File: config.mk
export PLATFORM = sky130hd
export DESIGN_NAME = dm9000a_bus_sequencer
export DESIGN_NICKNAME = d
export VERILOG_FILES = /design/src/rtl/dm9000a_bus_sequencer.sv
export SDC_FILE = /design/constraint.sdc
export NUM_CORES = 1
export LEC_CHECK = 0
export ABC_AREA = 1
export CAP_MARGIN = 20
export CELL_PAD_IN_SITES_DETAIL_PLACEMENT = 1
export CELL_PAD_IN_SITES_GLOBAL_PLACEMENT = 2
export CORE_ASPECT_RATIO = 0.9
export CORE_MARGIN = 2
export CORE_UTILIZATION = 26
export DETAILED_ROUTE_END_ITERATION = 16
export GPL_ROUTABILITY_DRIVEN = 0
export GPL_TIMING_DRIVEN = 0
export PLACE_DENSITY = 0.89
export SLEW_MARGIN = 5
export SYNTH_ARGS = -nofsm -noshare
export SYNTH_HDL_FRONTEND = slang
export SYNTH_SLANG_ARGS = --single-unit
File: constraint.sdc
create_clock -name iCLK -period 1.7 [get_ports iCLK]
set_input_delay 0.51 -clock iCLK [delete_from_list [all_inputs] [get_ports iCLK]]
set_output_delay 0.51 -clock iCLK [all_outputs]
set_load 0.01 [all_outputs]
File: src/rtl/dm9000a_bus_sequencer.sv
// DM9000A host-bus sequencer: two-requester round-robin arbiter driving the
// chip's index/data cycle with parameterised setup/strobe/hold timing.
// Every pad-facing signal and every handshake output comes straight from a flop.
module dm9000a_bus_sequencer #(
    parameter int unsigned SETUP_CYC  = 1,
    parameter int unsigned STROBE_CYC = 2,
    parameter int unsigned HOLD_CYC   = 1,
    parameter int unsigned CNT_W      = 4
) (
    input  logic        iCLK,
    input  logic        iRST_N,
    input  logic        iREQ0,
    input  logic        iREQ1,
    input  logic        iWE0,
    input  logic        iWE1,
    input  logic [7:0]  iIDX0,
    input  logic [7:0]  iIDX1,
    input  logic [15:0] iWDATA0,
    input  logic [15:0] iWDATA1,
    output logic        oACK0,
    output logic        oACK1,
    output logic [15:0] oRDATA,
    output logic        oBUSY,
    output logic        oENET_CMD,
    output logic        oENET_CS_N,
    output logic        oENET_RD_N,
    output logic        oENET_WR_N,
    output logic [15:0] oENET_DOUT,
    output logic        oENET_DOE,
    input  logic [15:0] iENET_DIN
);

    localparam logic [2:0] S_IDLE    = 3'd0;
    localparam logic [2:0] S_I_SETUP = 3'd1;
    localparam logic [2:0] S_I_STRB  = 3'd2;
    localparam logic [2:0] S_I_HOLD  = 3'd3;
    localparam logic [2:0] S_D_SETUP = 3'd4;
    localparam logic [2:0] S_D_STRB  = 3'd5;
    localparam logic [2:0] S_D_HOLD  = 3'd6;
    localparam logic [2:0] S_DONE    = 3'd7;

    // Counter reload values: a state lasting N cycles loads N-1 on entry.
    localparam logic [CNT_W-1:0] SETUP_LD  = CNT_W'(SETUP_CYC - 1);
    localparam logic [CNT_W-1:0] STROBE_LD = CNT_W'(STROBE_CYC - 1);
    localparam logic [CNT_W-1:0] HOLD_LD   = CNT_W'(HOLD_CYC - 1);
    localparam logic [CNT_W-1:0] CNT_ONE   = CNT_W'(1);

    logic [2:0]       state;
    logic [2:0]       state_d;
    logic [CNT_W-1:0] cnt;
    logic [CNT_W-1:0] cnt_d;
    logic             cnt_zero;
    logic             last_gnt;
    logic             gnt_sel;
    logic             sel_d;
    logic             take;
    logic             win;
    logic [7:0]       idx_q;
    logic [7:0]       idx_d;
    logic             we_q;
    logic             we_d;
    logic [15:0]      wdata_q;
    logic [15:0]      wdata_d;
    logic             in_idx;
    logic             in_dat;
    logic             cs_n_d;
    logic             rd_n_d;
    logic             wr_n_d;
    logic             cmd_d;
    logic             doe_d;
    logic [15:0]      dout_d;
    logic             ack0_d;
    logic             ack1_d;
    logic             busy_d;
    logic             cap_rd;

    // Next state, arbitration, grant capture and decode of next-cycle outputs.
    always_comb begin
        state_d  = state;
        cnt_d    = cnt;
        take     = 1'b0;
        cnt_zero = (cnt == '0);
        win      = 1'b0;
        if (iREQ0 && iREQ1) begin
            win = ~last_gnt;
        end else if (iREQ1) begin
            win = 1'b1;
        end

        case (state)
            S_IDLE: begin
                if (iREQ0 || iREQ1) begin
                    take    = 1'b1;
                    state_d = S_I_SETUP;
                    cnt_d   = SETUP_LD;
                end
            end
            S_I_SETUP: begin
                if (cnt_zero) begin
                    state_d = S_I_STRB;
                    cnt_d   = STROBE_LD;
                end else begin
                    cnt_d = cnt - CNT_ONE;
                end
            end
            S_I_STRB: begin
                if (cnt_zero) begin
                    state_d = S_I_HOLD;
                    cnt_d   = HOLD_LD;
                end else begin
                    cnt_d = cnt - CNT_ONE;
                end
            end
            S_I_HOLD: begin
                if (cnt_zero) begin
                    state_d = S_D_SETUP;
                    cnt_d   = SETUP_LD;
                end else begin
                    cnt_d = cnt - CNT_ONE;
                end
            end
            S_D_SETUP: begin
                if (cnt_zero) begin
                    state_d = S_D_STRB;
                    cnt_d   = STROBE_LD;
                end else begin
                    cnt_d = cnt - CNT_ONE;
                end
            end
            S_D_STRB: begin
                if (cnt_zero) begin
                    state_d = S_D_HOLD;
                    cnt_d   = HOLD_LD;
                end else begin
                    cnt_d = cnt - CNT_ONE;
                end
            end
            S_D_HOLD: begin
                if (cnt_zero) begin
                    state_d = S_DONE;
                    cnt_d   = '0;
                end else begin
                    cnt_d = cnt - CNT_ONE;
                end
            end
            S_DONE: begin
                state_d = S_IDLE;
            end
            default: begin
                state_d = S_IDLE;
            end
        endcase

        // Access fields are frozen at the grant edge; later input changes are ignored.
        sel_d   = take ? win : gnt_sel;
        idx_d   = take ? (win ? iIDX1 : iIDX0) : idx_q;
        we_d    = take ? (win ? iWE1 : iWE0) : we_q;
        wdata_d = take ? (win ? iWDATA1 : iWDATA0) : wdata_q;

        in_idx = (state_d == S_I_SETUP) || (state_d == S_I_STRB) || (state_d == S_I_HOLD);
        in_dat = (state_d == S_D_SETUP) || (state_d == S_D_STRB) || (state_d == S_D_HOLD);

        cs_n_d = ~(in_idx | in_dat);
        wr_n_d = ~((state_d == S_I_STRB) | ((state_d == S_D_STRB) & we_d));
        rd_n_d = ~((state_d == S_D_STRB) & ~we_d);
        cmd_d  = in_dat;
        doe_d  = in_idx | (in_dat & we_d);
        dout_d = in_idx ? {8'h00, idx_d} : ((in_dat & we_d) ? wdata_d : 16'h0000);
        ack0_d = (state_d == S_DONE) & ~sel_d;
        ack1_d = (state_d == S_DONE) & sel_d;
        busy_d = (state_d != S_IDLE);

        // Read data is taken on the edge that ends the data strobe.
        cap_rd = (state == S_D_STRB) && cnt_zero && !we_q;
    end

    // State, captured access and registered pad/handshake outputs.
    always_ff @(posedge iCLK or negedge iRST_N) begin
        if (!iRST_N) begin
            state      <= S_IDLE;
            cnt        <= '0;
            last_gnt   <= 1'b1;
            gnt_sel    <= 1'b0;
            idx_q      <= 8'h00;
            we_q       <= 1'b0;
            wdata_q    <= 16'h0000;
            oENET_CS_N <= 1'b1;
            oENET_RD_N <= 1'b1;
            oENET_WR_N <= 1'b1;
            oENET_CMD  <= 1'b0;
            oENET_DOE  <= 1'b0;
            oENET_DOUT <= 16'h0000;
            oACK0      <= 1'b0;
            oACK1      <= 1'b0;
            oBUSY      <= 1'b0;
            oRDATA     <= 16'h0000;
        end else begin
            state      <= state_d;
            cnt        <= cnt_d;
            if (take) begin
                last_gnt <= win;
            end
            gnt_sel    <= sel_d;
            idx_q      <= idx_d;
            we_q       <= we_d;
            wdata_q    <= wdata_d;
            oENET_CS_N <= cs_n_d;
            oENET_RD_N <= rd_n_d;
            oENET_WR_N <= wr_n_d;
            oENET_CMD  <= cmd_d;
            oENET_DOE  <= doe_d;
            oENET_DOUT <= dout_d;
            oACK0      <= ack0_d;
            oACK1      <= ack1_d;
            oBUSY      <= busy_d;
            if (cap_rd) begin
                oRDATA <= iENET_DIN;
            end
        end
    end

endmodule
# Yosys cells after proc, flatten, opt, wreduce, memory -nomap -nowiden
# Index checks and enable logic that the tools add are counted.
[word_totals]
register_bits = 74
word_cells = 88
in_bits = 70
[classes]
muxes = 25
n_bitwise = 14
n_eq_ne = 15
n_reduce_logical = 16
add_sub_neg = 1
[op_table]
columns = ["op", "count"]
rows = [
  ["two-way mux 16 bit", 4],
  ["== test 3 bit, second input constant", 8],
  ["case mux 3 bit (8 select lines)", 1],
  ["two-way mux 3 bit", 7],
  ["two-way mux 8 bit", 2],
  ["== test 3 x 2 -> 1 bit, second input constant", 4],
  ["two-way mux 4 bit", 3],
  ["case mux 4 bit (3 select lines)", 1],
  ["two-way mux 1 bit", 7],
  ["== test 3 x 1 -> 1 bit, second input constant", 2],
  ["NOT 1 bit", 6],
  ["nonzero test 3 bit", 2],
  ["AND 1 bit", 5],
  ["logical OR 1 bit", 5],
  ["zero test 4 bit", 1],
  ["OR reduction 4 bit", 1],
  ["subtractor 4 x 1 -> 4 bit, second input constant", 1],
  ["logical AND 1 bit", 3],
  ["zero test 3 bit", 1],
  ["bitwise OR 1 bit", 3],
  ["!= test 2 bit, second input constant", 1],
  ["AND reduction 2 bit", 1],
  ["OR reduction 2 bit", 1],
  ["zero test 1 bit", 1],
]

# Depth between registers and ports, before layout
# Gate-level depths: netlist of run 1.
[logic_depth]
word_depth = 9
mapped_depth = 10
mapped_depth_nobuf = 9

# Least setup slack after synthesis of run 1
# OpenSTA, ideal clock, no wires.
[synth_path]
path_kind = "in2reg"
from = "input iREQ1"
to = "register cnt[2]"
cell_stages = 7
arrival_ps = 1330
t_required_ps = 1577
slack_ps = 247
setup_ps = 123
path_cell_list = "nor2_2 > inv_1 > nand3_2 > buf_4 > nand3_4 > a21oi_1 > a21oi_1"
[synth_via]
elab_chain_cells = 3
[synth_lines]
columns = ["item", "line", "text"]
rows = [
  ["start, declared", "13", "input logic iREQ1,"],
  ["logical OR 1 bit", "92", "if (iREQ0 || iREQ1) begin"],
  ["!= test 2 bit (no line)", "-", ""],
  ["AND reduction 2 bit (no line)", "-", ""],
  ["end signal, assigned", "199", "cnt <= cnt_d;"],
  ["end, declared", "50", "logic [CNT_W-1:0] cnt;"],
]
# Every way passes these cells.
# A chain may end at the register's enable or synchronous reset.

# Final worst setup path of run 1
[layout_path]
from = "register oENET_RD_N"
to = "output oENET_RD_N"
[layout_rtl]
columns = ["item", "line", "text"]
rows = [
  ["start, declared", "26", "output logic oENET_RD_N,"],
  ["start signal, assigned", "208", "oENET_RD_N <= rd_n_d;"],
]
# No word-level cell between the ends.

==> results of run 1 <==
[worst paths after layout]
kind,start,to,slack (ns),cells after the start
worst max-delay path,oENET_RD_N,oENET_RD_N,0.1,1
worst min-delay path,iRST_N,cnt[3],0.13,1
worst max register to register,cnt[1],oRDATA[15],0.14,9
worst min register to register,idx_q[0],idx_q[0],0.48,2
max in group asynchronous,iRST_N,last_gnt,0.96,2
min in group iCLK,idx_q[0],idx_q[0],0.48,2
[registers in the layout, summed over array words and instances (netlist names)]
name,count
cnt,4
gnt_sel,1
idx_q,8
last_gnt,1
oACK0,1
oACK1,1
oBUSY,1
oENET_CMD,1
oENET_CS_N,1
oENET_DOE,1
oENET_DOUT,16
oENET_RD_N,1
oENET_WR_N,1
oRDATA,16
state,3
wdata_q,16
we_q,1
[layout by cell type (no fill, tap or decap), drive strengths merged]
master         count
o22ai              2
o211ai             1
inv               41
clkbuf            11
clkinv             3
o21ai             21
dfstp              4
nand4             11
nor3               2
nand3             35
or2                8
clkdlybuf4s50     66
xor2               1
dlymetal6s2s       1
a21oi              8
xnor2              1
nor2              20
ha                 2
dlygate4sd2       41
clkinvlp           1
dfrtp             70
buf               20
nand2            159
[logic make-up (layout without fill, tap and decap cells)]
group / count (synthesis) / in the layout / synth area share
and+or+nand+nor: 235 / 235 / 0.316
DFF: 74 / 74 / 0.539
buffers and inverters: 56 / 184 / 0.0821
AOI/OAI and AO/OA: 32 / 32 / 0.0512
adders and majority gates: 2 / 2 / 0.00726
xor gates and xnor gates: 2 / 2 / 0.00508
[power breakdown]
part / internal, mW / switching (mW)
clock network: 1.04 / 0.742
registers: 2.55 / 0.295
logic: 1.64 / 2.49
total: 5.23 / 3.53
[routing by layer]
layer,global-route usage,share of wire,vias up
li1,-,-,1510
met1,0.181,0.46,1449
met2,0.245,0.49,76
met3,0.0345,0.041,7
met4,0.0319,0.0081,0
met5,0,0,-
[repair_timing]
| action | in CTS | in global routing |
|---|---|---|
| pin swaps | 1 | 0 |
| setup buffers | 2 | 0 |
| gates resized for setup | 50 | 10 |
| endpoints found under the setup margin | 75 | 34 |
[final cells by class]
class                           count  area (um2)
Fill cell                        1563        7750
Sequential cell                    74        1860
Multi-Input combinational cell    271        1360
Timing Repair Buffer              112        1080
Clock buffer                       11         243
Tap cell                          164         205
Inverter                           40         158
Buffer                             16         145
Clock inverter                      5        38.8
[through the flow]
step	TNS [ns]	utilization
after global routing	0	0.396
after detailed placement	-17.26	0.371
final	0	0.396
after floorplan	0	-
after CTS	0	0.393
after global placement	-195.67	0.370
==> results.md, run 1 <==
Outcome:
- The flow ran to the end, and the final reports show no timing, DRC or antenna violations.

Worst setup path:
- The peak per-stage delay on the critical path is 0.52 ns.
- The kind of cell with the highest combined delay on the critical path is flip-flops.
- The biggest fanout along the worst timing path is 1.
- The required time reported for the critical path endpoint is 1.19 ns.
- The worst path arrival time is 1.09 ns.
- The combined buffer and inverter count along the critical path is 1.
- STA classifies the critical path endpoint as an output pin.
- The worst setup path is of the reg2out kind.
- Walking the worst path, the cells encountered are dlygate4sd2_1.
- The worst-path cell with the longest stage delay is sky130_fd_sc_hd__dfstp_2.
- The worst setup path is launched from a flip-flop.

Die:
- The number of I/O pins is 110.
- The placeable core area is 0.0128 mm2.
- The die area is 0.0142 mm2.
- The effective utilization at floorplan is 0.268.
- In this run the horizontal extent of the chip is 125 um.
- The die is 113 um tall.
- The floorplan has 39 rows.

Synth:
- After synthesis, the cell types taking the most area are sky130_fd_sc_hd__dfrtp_1 51%, sky130_fd_sc_hd__nand2_1 16%, sky130_fd_sc_hd__nand3_1 4.4%, sky130_fd_sc_hd__inv_1 3.7%, sky130_fd_sc_hd__dfstp_2 3.1%.
- Of the post-synthesis cell area, the dominant cell type holds 0.508.
- The cell taking the most area after synthesis is sky130_fd_sc_hd__dfrtp_1.
- The average size of a mapped cell is 8.59 um2.
- For this run, asynchronously set or reset flops after synthesis account for 1.00.
- After synthesis, the netlist uses 31 different library cells.
- The synthesized design contains 0 enable-type register cells.
- The most frequently used cell type in the post-synthesis netlist is sky130_fd_sc_hd__nand2_1.
- For this run, the leading register cell type out of synthesis is sky130_fd_sc_hd__dfrtp_1.
- Synthesis produced 401 cells.
- During synthesis, Yosys emitted a total of 0 warnings.
- The area of the mapped netlist is 0.00345 mm2.
- By count the netlist is led by 151 x sky130_fd_sc_hd__nand2_1, 70 x sky130_fd_sc_hd__dfrtp_1, 34 x sky130_fd_sc_hd__inv_1.
- The share of the Yosys chip area taken by registers is 0.539.
- Synthesis produced a netlist with a net count of 473.
- The number of register bits inferred by synthesis is 74.

Power:
- For this design the static power due to leakage is 2.60 nW.
- The peak ir drop on the vdd network is 0.749 mV.
- The power density over cell area is 1720 mW/mm2.
- The design draws 8.76 mW.

Clocking:
- CTS built an H-tree with a depth of 3.
- Counting every sink on the clock net gives 74.
- Buffers inserted to repair hold after CTS numbered 0.
- The root buffer cell is sky130_fd_sc_hd__clkbuf_16.
- The clock network latency to the later pin of the worst-skew pair is 0.33 ns.
- The number of buffers inserted during clock tree synthesis is 9.
- No sink is reached through more buffers than the 2 on the longest clock path.
- After clock tree synthesis, the clock-pin slew on the worst setup and hold paths is 0.06 ns.
- TritonCTS built the clock tree.

Run:
- The number of violations of the max-capacitance limit is 0.

Drt:
- The count of nets left with antenna violations once routing finished came out at 0.
- The via count is 3042.
- The routed wire length per instance is 13.8 um.
- The per-cell via count in the routed design is 4.39.
- The first detailed-routing pass ran for 6 iterations.
- The detailed-route wire length is 9.57 mm.
- After detailed routing, the number of remaining DRC violations is 0.
- The first routing iteration left 141 violations.

Global routing:
- For this run, the total global-route usage over all layers was measured as 0.142.
- The pin count of the biggest net entering global routing is 45.
- The number of antenna violations at the first check in global routing is 0.
- The global-route wire length before repair is 16.3 mm.
- The via count of the first global-routing pass is 3279.
- After global routing the overflow that remains totals 0.

Layout:
- The count of placed standard cells in the final layout, fillers left out is 693.
- Relative to the synthesized area, the layout overhead comes to 47.6%.
- After routing the design area is 0.00509 mm2.
- The layout cell share with drive strength beyond 1 is 0.142.
- The number of nets in the layout is 596.
- The number of antenna diodes is 0.

STA:
- The final critical-path required period is 1.60 ns.
- Final hold analysis gives a worst-case slack of 0.126 ns.
- For the final database, setup skew stands at 0.00630 ns.
- After layout, the worst setup slack is 0.0955 ns.
- Setup repair after global routing left no endpoint under its margin.
- The relative slew slack is 0.705.
- The count of final hold-check violations is 0.
- The number of slew-limit violations in the final report is 0.
- Based on the critical path, the design can be clocked at up to 0.623 GHz.
- For the pin with the worst max-slew slack, the measured transition is 0.443 ns.
- The ratio of final minimum period to clock period is 0.944.
- Setup violations remaining at the end of the flow were counted as 0.

Place:
- Input and output buffers added on the ports amount to 109.
- The HPWL after detailed placement is 7.23 mm.
- The minimum setup slack after placement is -0.487 ns.
- The number of cells after detailed placement is 675.
- The instance area after placement is 0.00477 mm2.

Hold path:
- The class of the worst hold path is in2async.
(Power assumes the default switching activity.)
==> run 2, diff against run 1 <==
--- a/config.mk
+++ b/config.mk
@@ -10,7 +10,7 @@
 export CELL_PAD_IN_SITES_DETAIL_PLACEMENT = 1
 export CELL_PAD_IN_SITES_GLOBAL_PLACEMENT = 2
 export CORE_ASPECT_RATIO = 0.9
-export CORE_MARGIN = 2
+export CORE_MARGIN = 10
 export CORE_UTILIZATION = 26
 export DETAILED_ROUTE_END_ITERATION = 16
 export GPL_ROUTABILITY_DRIVEN = 0
==> results.md, run 2 (synthesized netlist as in run 1, its figures left out) <==
Outcome:
- The flow ran to the end, and the final reports show no timing, DRC or antenna violations.

Place:
- The HPWL after detailed placement was 8.01 mm (+11%).
- The quantity of I/O buffers inserted on ports is 109 (unchanged).

Worst setup path:
- The worst-case register-to-register setup slack is 0.12 ns (-0.02 ns).
- The worst-path cell with the longest stage delay is sky130_fd_sc_hd__dfstp_2.
- The peak per-stage delay on the critical path is 0.51 ns (about the same).
- In this run the critical register-to-register path is launched from cnt[1].
- The kind of cell with the highest combined delay on the critical path is flip-flops.
- The logic depth of the worst register-to-register path is 8 (-1).
- Walking the worst path, the cells encountered are dlygate4sd2_1.
- The biggest fanout along the worst timing path came to 1 (unchanged).
- The worst setup path is captured at an output pin.
- The combined buffer and inverter count along the critical path came to 1 (unchanged).
- The worst path arrival time was 1.11 ns (+0.02 ns).
- The critical path launch point type is a flip-flop.
- The required time reported for the critical path endpoint is 1.19 ns (about the same).
- The worst setup path is of the reg2out kind.
- The worst register-to-register path ends at oRDATA[12].

Layout:
- The library cell used most frequently in the layout, excluding fill and tap cells, is sky130_fd_sc_hd__nand2_1.
- The area growth from synthesis to layout is 47.8%.
- In the layout the commonest cells are 151 x sky130_fd_sc_hd__nand2_1, 70 x sky130_fd_sc_hd__dfrtp_1, 66 x sky130_fd_sc_hd__clkdlybuf4s50_1.
- The number of nets in the layout is 597 (+0.17%).
- The area used by sequential logic in the layout was 0.00186 mm2 (unchanged).
- The footprint of the multi-input gates was 0.00134 mm2 (-1.7%).
- The layout cell share with drive strength beyond 1 came to 0.142 (-0.000268).
- The final-layout fill cell count was 1535 (-1.8%).
- The post-layout utilization of the core is 0.397 (+0.000585).
- The number of antenna diodes is 0 (unchanged).
- The largest registers in the layout are oENET_DOUT: 16 flops, oRDATA: 16 flops, wdata_q: 16 flops.

Global routing:
- The global-route total usage across every layer is 0.115 (-0.0267).
- The global-route wire length before repair is 17.1 mm (+4.7%).
- The via count of the first global-routing pass is 3336 (+1.7%).
- The pin count of the biggest net entering global routing was 59 (+31%).
- The number of antenna violations at the first check in global routing is 0 (unchanged).
- The residual overflow from global routing was 0 (unchanged).

Power:
- The peak ir drop on the vdd network is 0.602 mV (-20%).
- The power density over cell area is 1730 mW/mm2 (+0.64%).
- The standby leakage power is 2.61 nW (+0.48%).
- The post-layout total power was 8.82 mW (+0.79%).

Drt:
- The iteration count of the initial detailed-routing pass was 4 (-2).
- The per-cell via count in the routed design is 4.39 (about the same).
- The final antenna-violating net count was 0 (unchanged).
- The iteration-0 DRC count of the detailed router is 150 (+6.4%).
- The via count is 3044 (+0.066%).
- The number of remaining DRC errors is 0 (unchanged).
- The routed wire length per instance came to 15.0 um (+8.6%).
- The detailed-route wire length is 10.4 mm (+8.8%).

STA:
- The final critical-path required period is 1.62 ns (+0.0201 ns).
- The number of failing setup endpoints in the final timing report was 0 (unchanged).
- The ratio of final minimum period to clock period is 0.956 (+0.0118).
- The highest achievable clock rate was 0.616 GHz (-1.2%).
- The largest clock skew in the final design was 0.00828 ns (+0.00198 ns).
- The count of final hold-check violations is 0 (unchanged).
- The relative slew slack is 0.802 (+0.0968).
- The number of slew-limit violations in the final report is 0 (unchanged).
- The transition time of the tightest slew-check pin is 0.298 ns (-0.145 ns).
- Setup repair after global routing could not meet its margin everywhere.

Clocking:
- The clock network latency to the later pin of the worst-skew pair came to 0.34 ns (about the same).
- The number of buffers inserted during clock tree synthesis was 9 (unchanged).
- The CTS sink count was 74 (unchanged).
- The tree is rooted in a sky130_fd_sc_hd__clkbuf_16.
- The maximum buffer depth of the clock tree is 2 (unchanged).
- TritonCTS built the clock tree.
- The clock transition at the register clock pins on the worst setup and hold paths after CTS came to 0.06 ns (about the same).
- The cts-stage hold buffer count was 0 (unchanged).
- The H-tree depth is 3 (unchanged).

Die:
- The placeable core area came to 0.0128 mm2 (unchanged).
- The width of the die was 141 um (+13%).
- The standard-cell row count is 39 (unchanged).
- The floorplan die height is 129 um (+14%).
- The effective utilization at floorplan is 0.268 (unchanged).
- The number of I/O pins is 110 (unchanged).
- The die area came to 0.0183 mm2 (+29%).

Hold path:
- The class of the worst hold path is in2async.

Run:
- The number of violations of the max-capacitance limit is 0 (unchanged).
==> run 2: cell count changes in the layout (fill, tap and decap cells not counted), sizes merged <==
cell and change:
clkbuf -1, dlymetal6s2s -1, dlygate4sd2 +1, buf +1, bufinv +1
==> run 2: area by class of cell <==
class                   instances  share of cell area
inverters                      40              0.0305
repair buffers                113               0.213
multi-input cells             271               0.262
well taps                     164              0.0403
plain buffers                  16              0.0297
flip-flops and latches         74               0.365
clock buffers                  10              0.0469
clock inverters                 6              0.0128
==> run 2: stage by stage <==
step           cell area [um2]  cells  hold WS (ns)  setup slack, ns  setup TNS, ns
6_report                  5090    694        0.0421           0.0754              0
5_1_grt                   5090    694        0.0538         -0.00788       -0.00788
4_1_cts                   5060    693        0.0422         -0.00801       -0.00801
3_5_place_dp              4770    675         0.404           -0.459         -17.80
3_3_place_gp              4740    674         0.460            -2.50        -197.50
2_1_floorplan             3450    401         0.214            0.247              0
==> run 2: what timing repair did <==
item / 4_1_cts / 5_1_grt
endpoints found under the setup margin: 76 / 34
resized for setup: 50 / 8
pin swaps: 1 / 0
buffers inserted: 2 / 1
==> run 2: where the power goes <==
group,switching [mW],internal (mW),total [mW]
logic,2.45,1.60,4.04
clock network,0.751,1.18,1.93
registers,0.298,2.55,2.85
==> run 2: layer usage <==
metal / wire, um / up-vias / track usage
met2: 4910 / 77 / 0.187
li1: - / 1508 / -
met1: 4930 / 1449 / 0.146
met5: 0 / - / 0
met4: 140 / 0 / 0.0437
met3: 440 / 10 / 0.0270
==> run 2: worst max path at each step <==
stage	start	endpoint	cells after the start
floorplan	iREQ1	cnt[2]	7
global placement	iRST_N	idx_q[2]	1
detailed placement	iREQ1	oENET_DOUT[6]	11
CTS	cnt[0]	oRDATA[12]	7
global route	cnt[1]	oRDATA[7]	8
finish	oENET_CS_N	oENET_CS_N	1
==> run 3, diff against run 2 <==
--- a/config.mk
+++ b/config.mk
@@ -10,7 +10,7 @@
 export CELL_PAD_IN_SITES_DETAIL_PLACEMENT = 1
 export CELL_PAD_IN_SITES_GLOBAL_PLACEMENT = 2
 export CORE_ASPECT_RATIO = 0.9
-export CORE_MARGIN = 10
+export CORE_MARGIN = 5
 export CORE_UTILIZATION = 26
 export DETAILED_ROUTE_END_ITERATION = 16
 export GPL_ROUTABILITY_DRIVEN = 0
==> results.md, run 3 (synthesized netlist as in run 1, its figures left out) <==
Layout:
- The final-layout fill cell count is 1536 (+0.065%).
- Leaving out fill and tap cells, the most frequent cell in the layout is sky130_fd_sc_hd__nand2_1.
- The layout overhead on the synthesized area is 48.6%.
- In the layout the commonest cells are 149 x sky130_fd_sc_hd__nand2_1, 70 x sky130_fd_sc_hd__dfrtp_1, 66 x sky130_fd_sc_hd__clkdlybuf4s50_1.
- The number of nets in the layout was 599 (+0.34%).
- The number of antenna diodes is 0 (unchanged).
- In the final layout, the registers with the most flip-flops are oENET_DOUT: 16 flops, oRDATA: 16 flops, wdata_q: 16 flops.
- The post-layout utilization of the core is 0.399 (+0.00205).
- The layout cell share with drive strength beyond 1 is 0.143 (+0.00135).

Drt:
- The iteration count of the initial detailed-routing pass was 4 (unchanged).
- The via count is 3075 (+1.0%).
- The detailed-route wire length was 10.2 mm (-2.5%).
- The number of remaining DRC errors is 0 (unchanged).
- The iteration-0 DRC count of the detailed router is 150 (unchanged).
- The per-cell via count in the routed design is 4.42 (+0.73%).
- The routed wire length per instance is 14.6 um (-2.8%).
- The final antenna-violating net count was 0 (unchanged).

Worst setup path:
- Traced cell by cell, the critical path runs through dlygate4sd2_1.
- The combined buffer and inverter count along the critical path is 1 (unchanged).
- STA classifies the critical path startpoint as a flip-flop.
- The worst-case register-to-register setup slack is 0.11 ns (about the same).
- The peak per-stage delay on the critical path came to 0.52 ns (about the same).
- The required time reported for the critical path endpoint was 1.19 ns (about the same).
- The kind of cell with the highest combined delay on the critical path is flip-flops.
- The worst path arrival time came to 1.11 ns (about the same).
- The largest individual stage delay along the critical path comes from the cell sky130_fd_sc_hd__dfstp_2.
- The biggest fanout along the worst timing path is 1 (unchanged).
- The critical path class is reg2out.
- The worst setup path is captured at an output pin.

Clocking:
- The clock network latency to the later pin of the worst-skew pair is 0.33 ns (about the same).
- The root buffer cell is sky130_fd_sc_hd__clkbuf_16.
- The number of buffers inserted during clock tree synthesis is 9 (unchanged).
- TritonCTS built the clock tree.
- The maximum buffer depth of the clock tree came to 2 (unchanged).
- The H-tree depth is 3 (unchanged).
- The CTS sink count is 74 (unchanged).
- The clock transition at the register clock pins on the worst setup and hold paths after CTS is 0.05 ns (about the same).
- The cts-stage hold buffer count is 0 (unchanged).

STA:
- The largest clock skew in the final design is 0.00491 ns (-0.00337 ns).
- The highest achievable clock rate came to 0.619 GHz (+0.49%).
- The transition time of the tightest slew-check pin is 0.367 ns (+0.0693 ns).
- The relative slew slack is 0.754 (-0.0479).
- The number of slew-limit violations in the final report is 0 (unchanged).
- The worst setup margin came to 0.0834 ns (+0.00794 ns).
- The number of failing setup endpoints in the final timing report is 0 (unchanged).
- The final critical-path required period was 1.62 ns (-0.00794 ns).
- The ratio of final minimum period to clock period came to 0.951 (-0.00467).
- The count of final hold-check violations is 0 (unchanged).

Die:
- The placeable core area is 0.0128 mm2 (unchanged).
- The floorplan die height is 119 um (-7.7%).
- The number of I/O pins is 110 (unchanged).
- The standard-cell row count was 39 (unchanged).
- The width of the die came to 131 um (-7.1%).
- The die area is 0.0157 mm2 (-14%).
- The effective utilization at floorplan is 0.268 (unchanged).

Place:
- The HPWL after detailed placement came to 7.62 mm (-4.9%).
- The quantity of I/O buffers inserted on ports is 109 (unchanged).
- The minimum setup slack after placement is -0.510 ns (-0.0511 ns).

Outcome:
- The run finished with clean final reports.

Power:
- The standby leakage power is 2.60 nW (-0.59%).
- The power density over cell area was 1720 mW/mm2 (-0.46%).
- The peak ir drop on the vdd network is 0.576 mV (-4.3%).

Global routing:
- The global-route wire length before repair is 17.5 mm (+2.7%).
- The pin count of the biggest net entering global routing is 54 (-8.5%).
- The via count of the first global-routing pass is 3413 (+2.3%).
- The number of antenna violations at the first check in global routing came to 0 (unchanged).
- The residual overflow from global routing is 0 (unchanged).
- The global-route total usage across every layer is 0.136 (+0.0212).

Run:
- The number of violations of the max-capacitance limit is 0 (unchanged).

Hold path:
- The min-delay analysis places its worst path in the category in2async.
-- run 3: changes by cell type in the layout (fill, tap and decap cells not counted), sizes merged --
cell / delta
clkbuf: +4
inv: -1
bufinv: -1
clkinv: -2
buf: +1
nand3: +1
-- run 3: through the flow --
stage / hold slack, ns / power [mW] / TNS [ns] / std cells / area, um2
after floorplan: 0.214 / 5.47 / 0 / 401 / 3450
after global placement: 0.462 / 6.98 / -194.89 / 674 / 4740
after detailed placement: 0.430 / 7.17 / -18.41 / 675 / 4770
after CTS: 0.0696 / 8.74 / -0.00891 / 694 / 5040
after global routing: 0.0802 / 9.60 / -0.0833 / 696 / 5120
final: 0.0707 / 8.83 / 0 / 696 / 5120
-- run 3: final cells by class --
| type | count | area [um2] | share of cell area |
|---|---|---|---|
| repair buffers | 114 | 1090 | 0.214 |
| plain buffers | 16 | 151 | 0.0296 |
| well taps | 164 | 205 | 0.0401 |
| flip-flops and latches | 74 | 1860 | 0.363 |
| clock buffers | 14 | 254 | 0.0496 |
| clock inverters | 2 | 12.5 | 0.00244 |
| inverters | 40 | 158 | 0.0308 |
| multi-input cells | 272 | 1390 | 0.271 |
-- run 3: timing repair --
| action | in CTS | in global routing |
|---|---|---|
| cloned | 0 | 1 |
| resized for setup | 51 | 14 |
| buffers inserted | 3 | 1 |
| endpoints found under the setup margin | 80 | 34 |
| pin swaps | 1 | 1 |
-- run 3: power breakdown --
part,switching [mW],internal [mW],total (mW)
sequential,0.294,2.55,2.85
clock,0.699,1.03,1.73
combinational,2.59,1.67,4.25
total,3.58,5.25,8.83
-- run 3: path summary, 6_finish.rpt --
check                                  end  cells past startpoint        from
worst max-delay path            oENET_WR_N                      1  oENET_WR_N
worst min-delay path                 oBUSY                      1      iRST_N
worst max register to register  oRDATA[15]                      8      cnt[0]
worst min register to register    idx_q[4]                      2    idx_q[4]
max in group asynchronous         last_gnt                      2      iRST_N
min in group iCLK                 idx_q[4]                      2    idx_q[4]
-- run 3: routing by layer --
metal / global-route usage / wire, um
met1: 0.175 / 4590
met2: 0.222 / 4980
met3: 0.0434 / 505
met4: 0.0405 / 76
met5: 0 / 0
